==> config.mk <==
export PLATFORM = sky130hd
export DESIGN_NAME = ex_mem_skid
export DESIGN_NICKNAME = d
export VERILOG_FILES = /design/src/rtl/ex_mem_skid.sv
export SDC_FILE = /design/constraint.sdc
export NUM_CORES = 1
export LEC_CHECK = 0
export CAP_MARGIN = 20
export CORE_MARGIN = 10
export CORE_UTILIZATION = 48
export DETAILED_ROUTE_END_ITERATION = 7
export PLACE_DENSITY_LB_ADDON = 0.25
export SLEW_MARGIN = 20
export SYNTH_ARGS = -nofsm -noshare
export SYNTH_HDL_FRONTEND = slang
export SYNTH_SLANG_ARGS = --single-unit
==> constraint.sdc <==
create_clock -name clk -period 1.9 [get_ports clk]
set_input_delay 0.19 -clock clk [delete_from_list [all_inputs] [get_ports clk]]
set_output_delay 0.19 -clock clk [all_outputs]
set_load 0.1 [all_outputs]
==> src/rtl/ex_mem_skid.sv <==
// rtl/ex_mem_skid.sv - EX/MEM pipeline stage with two-entry skid buffer
// Optional bypass outputs enabled by defining EX_MEM_FWD_EN.
module ex_mem_skid #(
    parameter int DATA_W = 32,
    parameter int RD_W   = 5
) (
    input  logic              clk,
    input  logic              rst_n,
    input  logic              flush,
    input  logic              in_valid,
    output logic              in_ready,
    input  logic [DATA_W-1:0] in_alu_result,
    input  logic [DATA_W-1:0] in_store_data,
    input  logic [RD_W-1:0]   in_rd_addr,
    input  logic              in_rd_wen,
    input  logic              in_mem_ren,
    input  logic              in_mem_wen,
    input  logic [2:0]        in_mem_funct3,
    output logic              out_valid,
    input  logic              out_ready,
    output logic [DATA_W-1:0] out_alu_result,
    output logic [DATA_W-1:0] out_store_data,
    output logic [RD_W-1:0]   out_rd_addr,
    output logic              out_rd_wen,
    output logic              out_mem_ren,
    output logic              out_mem_wen,
    output logic [2:0]        out_mem_funct3,
    output logic              fwd_valid,
    output logic [RD_W-1:0]   fwd_rd_addr,
    output logic [DATA_W-1:0] fwd_data
);

    typedef struct packed {
        logic [DATA_W-1:0] alu_result;
        logic [DATA_W-1:0] store_data;
        logic [RD_W-1:0]   rd_addr;
        logic              rd_wen;
        logic              mem_ren;
        logic              mem_wen;
        logic [2:0]        mem_funct3;
    } beat_t;

    beat_t in_beat;
    beat_t main_q;
    beat_t skid_q;
    logic  main_valid;
    logic  skid_valid;
    logic  in_fire;
    logic  out_fire;

    // Writes to x0 are squashed at capture so nothing downstream has to.
    always_comb begin
        in_beat            = '0;
        in_beat.alu_result = in_alu_result;
        in_beat.store_data = in_store_data;
        in_beat.rd_addr    = in_rd_addr;
        in_beat.rd_wen     = in_rd_wen & (in_rd_addr != '0);
        in_beat.mem_ren    = in_mem_ren;
        in_beat.mem_wen    = in_mem_wen;
        in_beat.mem_funct3 = in_mem_funct3;
    end

    assign in_ready = ~skid_valid;
    assign in_fire  = in_valid & in_ready & ~flush;
    assign out_fire = main_valid & out_ready;

    always_ff @(posedge clk or negedge rst_n) begin
        if (!rst_n) begin
            main_q     <= '0;
            skid_q     <= '0;
            main_valid <= 1'b0;
            skid_valid <= 1'b0;
        end else if (flush) begin
            main_valid <= 1'b0;
            skid_valid <= 1'b0;
        end else if (out_fire && skid_valid) begin
            // in_ready is low whenever skid is occupied, so no new beat here
            main_q     <= skid_q;
            skid_valid <= 1'b0;
        end else if (in_fire && (!main_valid || out_fire)) begin
            main_q     <= in_beat;
            main_valid <= 1'b1;
        end else if (in_fire) begin
            skid_q     <= in_beat;
            skid_valid <= 1'b1;
        end else if (out_fire) begin
            main_valid <= 1'b0;
        end
    end

    assign out_valid      = main_valid;
    assign out_alu_result = main_q.alu_result;
    assign out_store_data = main_q.store_data;
    assign out_rd_addr    = main_q.rd_addr;
    assign out_rd_wen     = main_q.rd_wen;
    assign out_mem_ren    = main_q.mem_ren;
    assign out_mem_wen    = main_q.mem_wen;
    assign out_mem_funct3 = main_q.mem_funct3;

`ifdef EX_MEM_FWD_EN
    // Loads are excluded: their result is not known until the memory stage.
    assign fwd_valid   = main_valid & main_q.rd_wen & ~main_q.mem_ren;
    assign fwd_rd_addr = main_q.rd_addr;
    assign fwd_data    = main_q.alu_result;
`else
    assign fwd_valid   = 1'b0;
    assign fwd_rd_addr = '0;
    assign fwd_data    = '0;
`endif

endmodule

# Word-level counts from Yosys, hierarchy flattened
# Index checks and enable logic that the tools add are counted.
# word_totals
ff_bits	152
in_bits	80
output_inout_bits	115
wordCells	50
# op_classes
n_eq_ne	3
muxes	11
bitwise	8
reduce_logical	12
# op_table
cell	count
75-bit two-way mux	2
1-bit two-way mux	9
3-bit nonzero test	2
5-bit nonzero test	1
1-bit AND	4
1-bit inverter	4
2-bit AND reduction	2
4-bit AND reduction	1
3-bit by 2-bit inequality test with 1-bit output (second input constant)	1
3-bit inequality test (second input constant)	1
3-bit AND reduction	1
1-bit logical AND	2
2-bit inequality test (second input constant)	1
2-bit nonzero test	1
1-bit zero test	1
1-bit logical OR	1

# Depth between registers and ports, before layout
# Gate-level depths: netlist of run 1.
# logic_depth
ltp_word	7
depth_mapped	6
mapped_depth_nobuf	3

# Worst setup path before layout of run 1
# OpenSTA, ideal clock, no wires.
# synth_path
path_kind	reg2reg
from	register main_valid, in the netlist out_valid
to	register skid_q[65] in the netlist's numbering
arrival_ns	2.022
slack_ns	-0.249
path_stages_with_launch	6
synth_period_minus_slack_ns	2.149
cell_sequence	dfrtp_1 -> nand2b_2 -> nor3_2 -> buf_4 -> buf_6 -> mux2_1
# synth_via
elab_chain_cells	5
word_cells_on_any_way	8
# synth_lines
element	line_no	text
from (decl)	46	logic main_valid;
from (signal assigned)	71	main_valid <= 1'b0;
from (signal assigned)	74	main_valid <= 1'b0;
from (signal assigned)	82	main_valid <= 1'b1;
1-bit AND / 1-bit zero test (equally long branches)	65, 80	
1-bit logical OR	80	end else if (in_fire && (!main_valid || out_fire)) begin
1-bit logical AND	80	
1-bit inverter (no source line)	--	
4-bit AND reduction (no source line) (*)	--	
to (signal assigned)	84	skid_q <= in_beat;
to (decl)	45	beat_t skid_q;
# Mark *: on every way between the ends. The rest lies on a longest branch, timed or not.
# A chain may end at the register's enable or synchronous reset.

# Worst setup path in the final report of run 1
# layout_path
from	register skid_valid
to	register skid_q[28] in the netlist's numbering
# layout_via
elab_chain_cells	6
word_cells_on_any_way	8
# layout_lines
element	line_no	text
from (decl)	47	logic skid_valid;
from (signal assigned)	72	skid_valid <= 1'b0;
from (signal assigned)	75	skid_valid <= 1'b0;
from (signal assigned)	79	skid_valid <= 1'b0;
1-bit inverter	63	assign in_ready = ~skid_valid;
1-bit AND (2 in a row)	64	assign in_fire = in_valid & in_ready & ~flush;
1-bit logical AND	80	
1-bit inverter (no source line)	--	
4-bit AND reduction (no source line) (*)	--	
# Marked as above.

==> metrics.cfg, run 1 <==
[outcome]
status=completed

[worst_setup_path]
crit_arrival_ns=1.98
startpoint_type=flip-flop
cp_max_fo=51
cp.required_ns=2.19
cp-end-kind=flip-flop
crit_type=reg2reg

[synth]
synth.yosys.seq_area_share=0.548
ys_seq_elements=152
synth.avg_cell_area_sq_um=12.5
netlist_area_sq_um=6940
yosys.cell_types.count=24
ys_warn_count=0
syn_inst=557

[sta]
tns_ns=0
drv_slew=0
hold_violations=0
min_period_ns=1.69
rsz0062_at_grt=no
fmax_mhz=590
fin_skew_ns=0.00751
setup_viol=0
period_share=0.892

[detailed_routing]
route.detailed.drc=0
vias_per_cell=5.58
route.met2.wl_mm=8.55
top_layer_used=met4
routedWlPerCell_microns=20.4
routed-wl-met3_mm=1.59
drtIter0Drc=326
num_vias=4999
dr.pass1.iters=4
routed_wl_mm=18.3
antenna_left=0
wl_met1_mm=8.04

[clock_tree]
cts_setup_buffers=0
clk_pin_slew_worst_paths_ns=0.06
clock_tree.buffer_depth=2
clkSinkCount=152
cts_tree=yes
h-tree-depth=4
cts-root-buf=clkbuf_16
clk_latency_ns=0.42
numCtsBuffers=17

[global_routing]
first_global_vias=5453
grt_max_degree=76
grt_pass1_wl_mm=29.7
antenna_found_initial=0
grt-ovfl-total=0
grt_use_total=0.185

[pwr]
leakage_nw=4.36
power.density_nw_per_um2=1360
ir_drop_uv=782

[placement]
numPlacedInstances=863
port-buffer-count=156
dp_hpwl_mm=12.1
place_congestion=0.762
placed_area_sq_um=8410

[final_layout]
drive_gt1_frac=0.223
nets=783
final_cell_area_sq_um=9030
finalNonFillerCells=896
diodes=0
syn_to_final_growth_pct=30.1
fillCellCount=1057

[floorplanning]
die_w_microns=140
start_util=0.494
die_h_microns=140
ios=195
fp-row-count=43
dieArea_sq_um=19700
core_sq_um=14000

[worst_hold_path]
hold_class=in2async

[job]
drv_cap=0

## timing repair
item / 4_1_cts / 5_1_grt
hold buffers: 1 / 0
resized for setup: 0 / 0
endpoints found under the hold margin: 46 / 0
## cells by family (layout without fill, tap and decap cells)
family / Yosys count / after routing / share of synthesized area
compound gates: 156 / 156 / 0.127
flops: 152 / 152 / 0.548
mux: 150 / 150 / 0.230
buf+inv: 91 / 213 / 0.0848
simple gates: 7 / 7 / 0.00902
other cells: 1 / 38 / 0.000541
## layout make-up
cell class / instances / area, sq um / area share
repair buffers: 177 / 1670 / 0.185
inverters: 4 / 15.0 / 0.00166
flip-flops and latches: 152 / 3800 / 0.422
multi-input cells: 351 / 2700 / 0.300
well taps: 180 / 225 / 0.0250
clock inverters: 8 / 118 / 0.0130
clock buffers: 24 / 492 / 0.0545
## worst paths after layout
kind                                  start                 end  slack, ns  cells after the start
max                              skid_valid          skid_q[28]       0.21                      4
min                                   rst_n  out_alu_result[25]       0.29                      2
max reg2reg                      skid_valid          skid_q[28]       0.21                      4
min reg2reg                      skid_q[30]          skid_q[30]       0.49                      1
max in group asynchronous             rst_n          skid_q[54]       0.90                      3
min in group clk           in_alu_result[3]          skid_q[46]       0.40                      2
## layout by cell type (no fill, tap or decap), types with 4 or more instances in the layout
master	synthesis	layout
a21oi_1	76	76
a31oi_1	76	76
buf_12	0	11
buf_4	42	86
clkbuf_16	0	17
clkbuf_8	0	4
clkdlybuf4s50_1	0	78
clkinv_2	0	4
conb_1	1	38
dfrtp_1	152	151
mux2_1	49	49
mux2_2	25	25
mux2i_1	75	75
## synth_stat cells
cell        n  area [sq um]
and3_4      1          11.3
nor3_2      1          10.0
nand4_1     1          6.26
buf_1       4          15.0
o21ai_0     2          10.0
conb_1      1          3.75
dfrtp_1   152          3800
o211ai_1    1          7.51
mux2_1     49           552
nand3_1     1          5.00
nand2b_2    1          8.76
a31oi_1    76           475
mux2_4      1          15.0
nand2b_4    1          13.8
buf_6       9           101
buf_4      42           315
mux2_2     25           282
a21oi_1    76           380
mux2i_1    75           751
clkbuf_1   15          56.3
a211oi_1    1          7.51
buf_2      17          85.1
or4_1       1          7.51
inv_1       4          15.0
## metrics by stage
stage | hold slack [ns] | utilization | power (mW) | worst slack (ns)
finish | 0.289 | 0.643 | 12.3 | 0.206
global route | 0.327 | 0.643 | 12.7 | 0.142
CTS | 0.298 | 0.643 | 12.4 | 0.216
detailed placement | 0.164 | 0.599 | 8.87 | 0.00790
global placement | 0.161 | 0.599 | 8.75 | 0.0446
floorplan | -0.106 | - | 7.77 | 0.0792
## critical path, cell delays in order, from the launching register on
cell and delay, ns:
dfrtp_1 0.44, nand2b_4 0.18, nor3_4 0.21, buf_12 0.29, mux2_1 0.38
## power breakdown
group	switching [mW]	internal, mW
registers	0.423	3.99
clock network	1.26	2.20
logic	3.33	1.07
total	5.00	7.25
## routing by layer
metal | up-vias | GRT usage
li1 | 2270 | -
met1 | 2524 | 0.235
met2 | 194 | 0.289
met3 | 11 | 0.0744
met4 | 0 | 0.0467
met5 | - | 0
## registers in the layout (all words and copies together) (netlist names)
| name | count |
|---|---|
| out_alu_result | 32 |
| out_mem_funct3 | 3 |
| out_mem_ren | 1 |
| out_mem_wen | 1 |
| out_rd_addr | 5 |
| out_rd_wen | 1 |
| out_store_data | 32 |
| out_valid | 1 |
| skid_q | 75 |
| skid_valid | 1 |
No activity file was read; power rests on OpenSTA's default activity.
==> inputs of run 2 (changes only) <==
--- a/config.mk
+++ b/config.mk
@@ -5,11 +5,13 @@
 export SDC_FILE = /design/constraint.sdc
 export NUM_CORES = 1
 export LEC_CHECK = 0
+export ABC_AREA = 1
 export CAP_MARGIN = 20
 export CORE_MARGIN = 10
 export CORE_UTILIZATION = 48
 export DETAILED_ROUTE_END_ITERATION = 7
 export PLACE_DENSITY_LB_ADDON = 0.25
+export SETUP_SLACK_MARGIN = 0.05
 export SLEW_MARGIN = 20
 export SYNTH_ARGS = -nofsm -noshare
 export SYNTH_HDL_FRONTEND = slang
==> metrics.cfg, run 2 <==
[outcome]
status=completed

[synth]
synthTopCellsByCount=nand2_1, dfrtp_1, o21ai_0, inv_1, nor2_1
synth_ff_type=dfrtp_1
synth.avg_cell_area_sq_um=8.78  ; -30%
synth.yosys.seq_area_share=0.553  ; +0.00439
ys_seq_elements=152  ; unchanged
yosysMostFrequentCell=nand2_1
ys_warn_count=0  ; unchanged
netlist_area_sq_um=6880  ; -0.79%
synth_top_cells_by_area=dfrtp_1, nand2_1, o21ai_0
syn_inst=784  ; +41%
synthArstFlopShare=1.00  ; unchanged
synth_top_cell_by_area=dfrtp_1
synth_top_area_frac=0.553  ; +0.00439
synth_edf_count=0  ; unchanged
yosys.cell_types.count=19  ; -21%

[pwr]
fin_total_pwr_mw=13.7  ; +12%
ir_drop_uv=1110  ; +42%
leakage_nw=4.36  ; about the same
power.density_nw_per_um2=1560  ; +15%

[sta]
hold_violations=0  ; unchanged
fin_skew_ns=0.00786  ; +0.000358 ns
period_share=0.849  ; -0.0427
layout_setup_ws_ns=0.287  ; +0.0812 ns
fmax_mhz=620  ; +5.0%
rsz0062_at_grt=no
tns_ns=0  ; unchanged
min_period_ns=1.61  ; -0.0812 ns
setup_viol=0  ; unchanged
drv_slew=0  ; unchanged

[global_routing]
grt_use_total=0.163  ; -0.0222
grt_max_degree=76  ; unchanged
grt-ovfl-total=0  ; unchanged
first_global_vias=5172  ; -5.2%
antenna_found_initial=0  ; unchanged
grt_pass1_wl_mm=26.4  ; -11%

[final_layout]
finalCoreUtilization=0.629  ; -0.0141
drive_gt1_frac=0.151  ; -0.0727
layout_commonest_cell=nand2_1
diodes=0  ; unchanged
syn_to_final_growth_pct=27.8
final_cell_area_sq_um=8790  ; -2.6%
regMostFlops=skid_q
largest_reg_flops=75  ; unchanged
final_cell_mix=nand2_1, dfrtp_1, o21ai_0
nets=1002  ; +28%

[worst_setup_path]
crit_path_cell_trace=nor2_2, nand3_2, nand2_4, buf_12, nor2_1, a21oi_1
critical_path.top_delay_family=simple AND/OR/NAND/NOR gates
cp_max_fo=54  ; +5.9%
crit_arrival_ns=1.95  ; -0.03 ns
startpoint_type=flip-flop
crit_slowest_cell=dfrtp_1
r2r_setup_slack_ns=0.29  ; +0.08 ns
crit_type=reg2reg
slowest_delay_ns=0.47  ; +0.03 ns
cp.required_ns=2.24  ; +0.05 ns
crit_buf_inv=1  ; unchanged
cp-end-kind=flip-flop

[clock_tree]
cts-root-buf=clkbuf_16
clk_latency_ns=0.42  ; about the same
numCtsBuffers=17  ; unchanged
clock_tree.buffer_depth=2  ; unchanged
h-tree-depth=4  ; unchanged
clk_pin_slew_worst_paths_ns=0.07  ; about the same
cts_tree=yes
clkSinkCount=152  ; unchanged

[detailed_routing]
vias_per_cell=4.71  ; -16%
routedWlPerCell_microns=14.2  ; -30%
route.detailed.drc=0  ; unchanged
num_vias=5255  ; +5.1%
antenna_left=0  ; unchanged
dr.pass1.iters=5  ; +1
routed_wl_mm=15.9  ; -13%
drtIter0Drc=521  ; +60%

[floorplanning]
start_util=0.492  ; -0.00204
die_w_microns=140  ; -0.34%
die_h_microns=140  ; -0.34%
dieArea_sq_um=19500  ; -0.68%
ios=195  ; unchanged
core_sq_um=14000  ; -0.38%
fp-row-count=43  ; unchanged

[worst_hold_path]
hold_class=in2async

[placement]
dp_hpwl_mm=10.9  ; -9.4%
dp_worst_setup_slack_ns=0.0927  ; +0.0848 ns
place_congestion=0.755  ; -0.94%
placed_area_sq_um=8180  ; -2.7%
port-buffer-count=156  ; unchanged

[job]
drv_cap=0  ; unchanged

## run 2: cell types whose count changed after synthesis, sizes merged, moves of 3 or more
cell,previous run,this run
nand2,0,157
o21ai,2,149
nor2,0,78
a31oi,76,0
mux2,75,0
mux2i,75,0
inv,4,78
nand3,1,6
clkbuf,15,12
## run 2: per-stage QoR
stage	hold WS, ns	std cells
CTS	0.136	1115
floorplan	-0.106	821
global placement	0.00584	1082
finish	0.143	1115
global route	0.141	1115
detailed placement	0.00466	1082
## run 2: kinds of logic after synthesis
family                 count (synthesis)  synth area share
AO/OA/AOI/OAI                        225             0.172
buffers and inverters                164             0.139
flip-flops                           152             0.553
other                                  1          0.000545
AND/OR/NAND/NOR                      242             0.136
## run 2: area by class of cell
class | instances | area (sq um)
sequential | 152 | 3800
timing repair buffer | 168 | 1590
fill | 1248 | 5190
inverter | 78 | 293
clock inverter | 14 | 163
multi-input combinational | 505 | 2280
clock buffer | 18 | 439
tap | 180 | 225
## run 2: repair_timing
action / CTS / global route
endpoints found under the setup margin: 0 / 0
hold buffers: 1 / 0
endpoints found under the hold margin: 152 / 0
buffers inserted: 0 / 0
resized for setup: 0 / 0
## run 2: worst register-to-register path: cells and delay by family, from the launching register on
| family | cells | cell delay, ns |
|---|---|---|
| and+or+nand+nor | 4 | 0.66 |
| DFF | 1 | 0.47 |
| buffers and inverters | 1 | 0.25 |
| AOI/OAI and AO/OA | 1 | 0.14 |
## run 2: final timing paths
kind	from	end	cells after the start
worst max-delay path	skid_valid	out_store_data[25]	6
worst min-delay path	rst_n	out_alu_result[8]	2
worst max register to register	skid_valid	out_store_data[25]	6
worst min register to register	skid_q[37]	skid_q[37]	2
max in group asynchronous	rst_n	out_valid	3
min in group clk	in_alu_result[29]	skid_q[72]	3
## run 2: per-layer routing
metal,up-vias,wire length (microns),GRT usage
li1,2694,-,-
met1,2402,7300,0.214
met2,146,7300,0.241
met3,13,1150,0.0667
met4,0,138,0.0478
met5,-,0,0
## run 2: power by group
part | internal (mW) | leakage, nW | switching [mW]
clock network | 2.00 | 0.289 | 1.42
logic | 1.19 | 2.29 | 4.61
registers | 4.05 | 1.78 | 0.461
total | 7.25 | 4.36 | 6.49
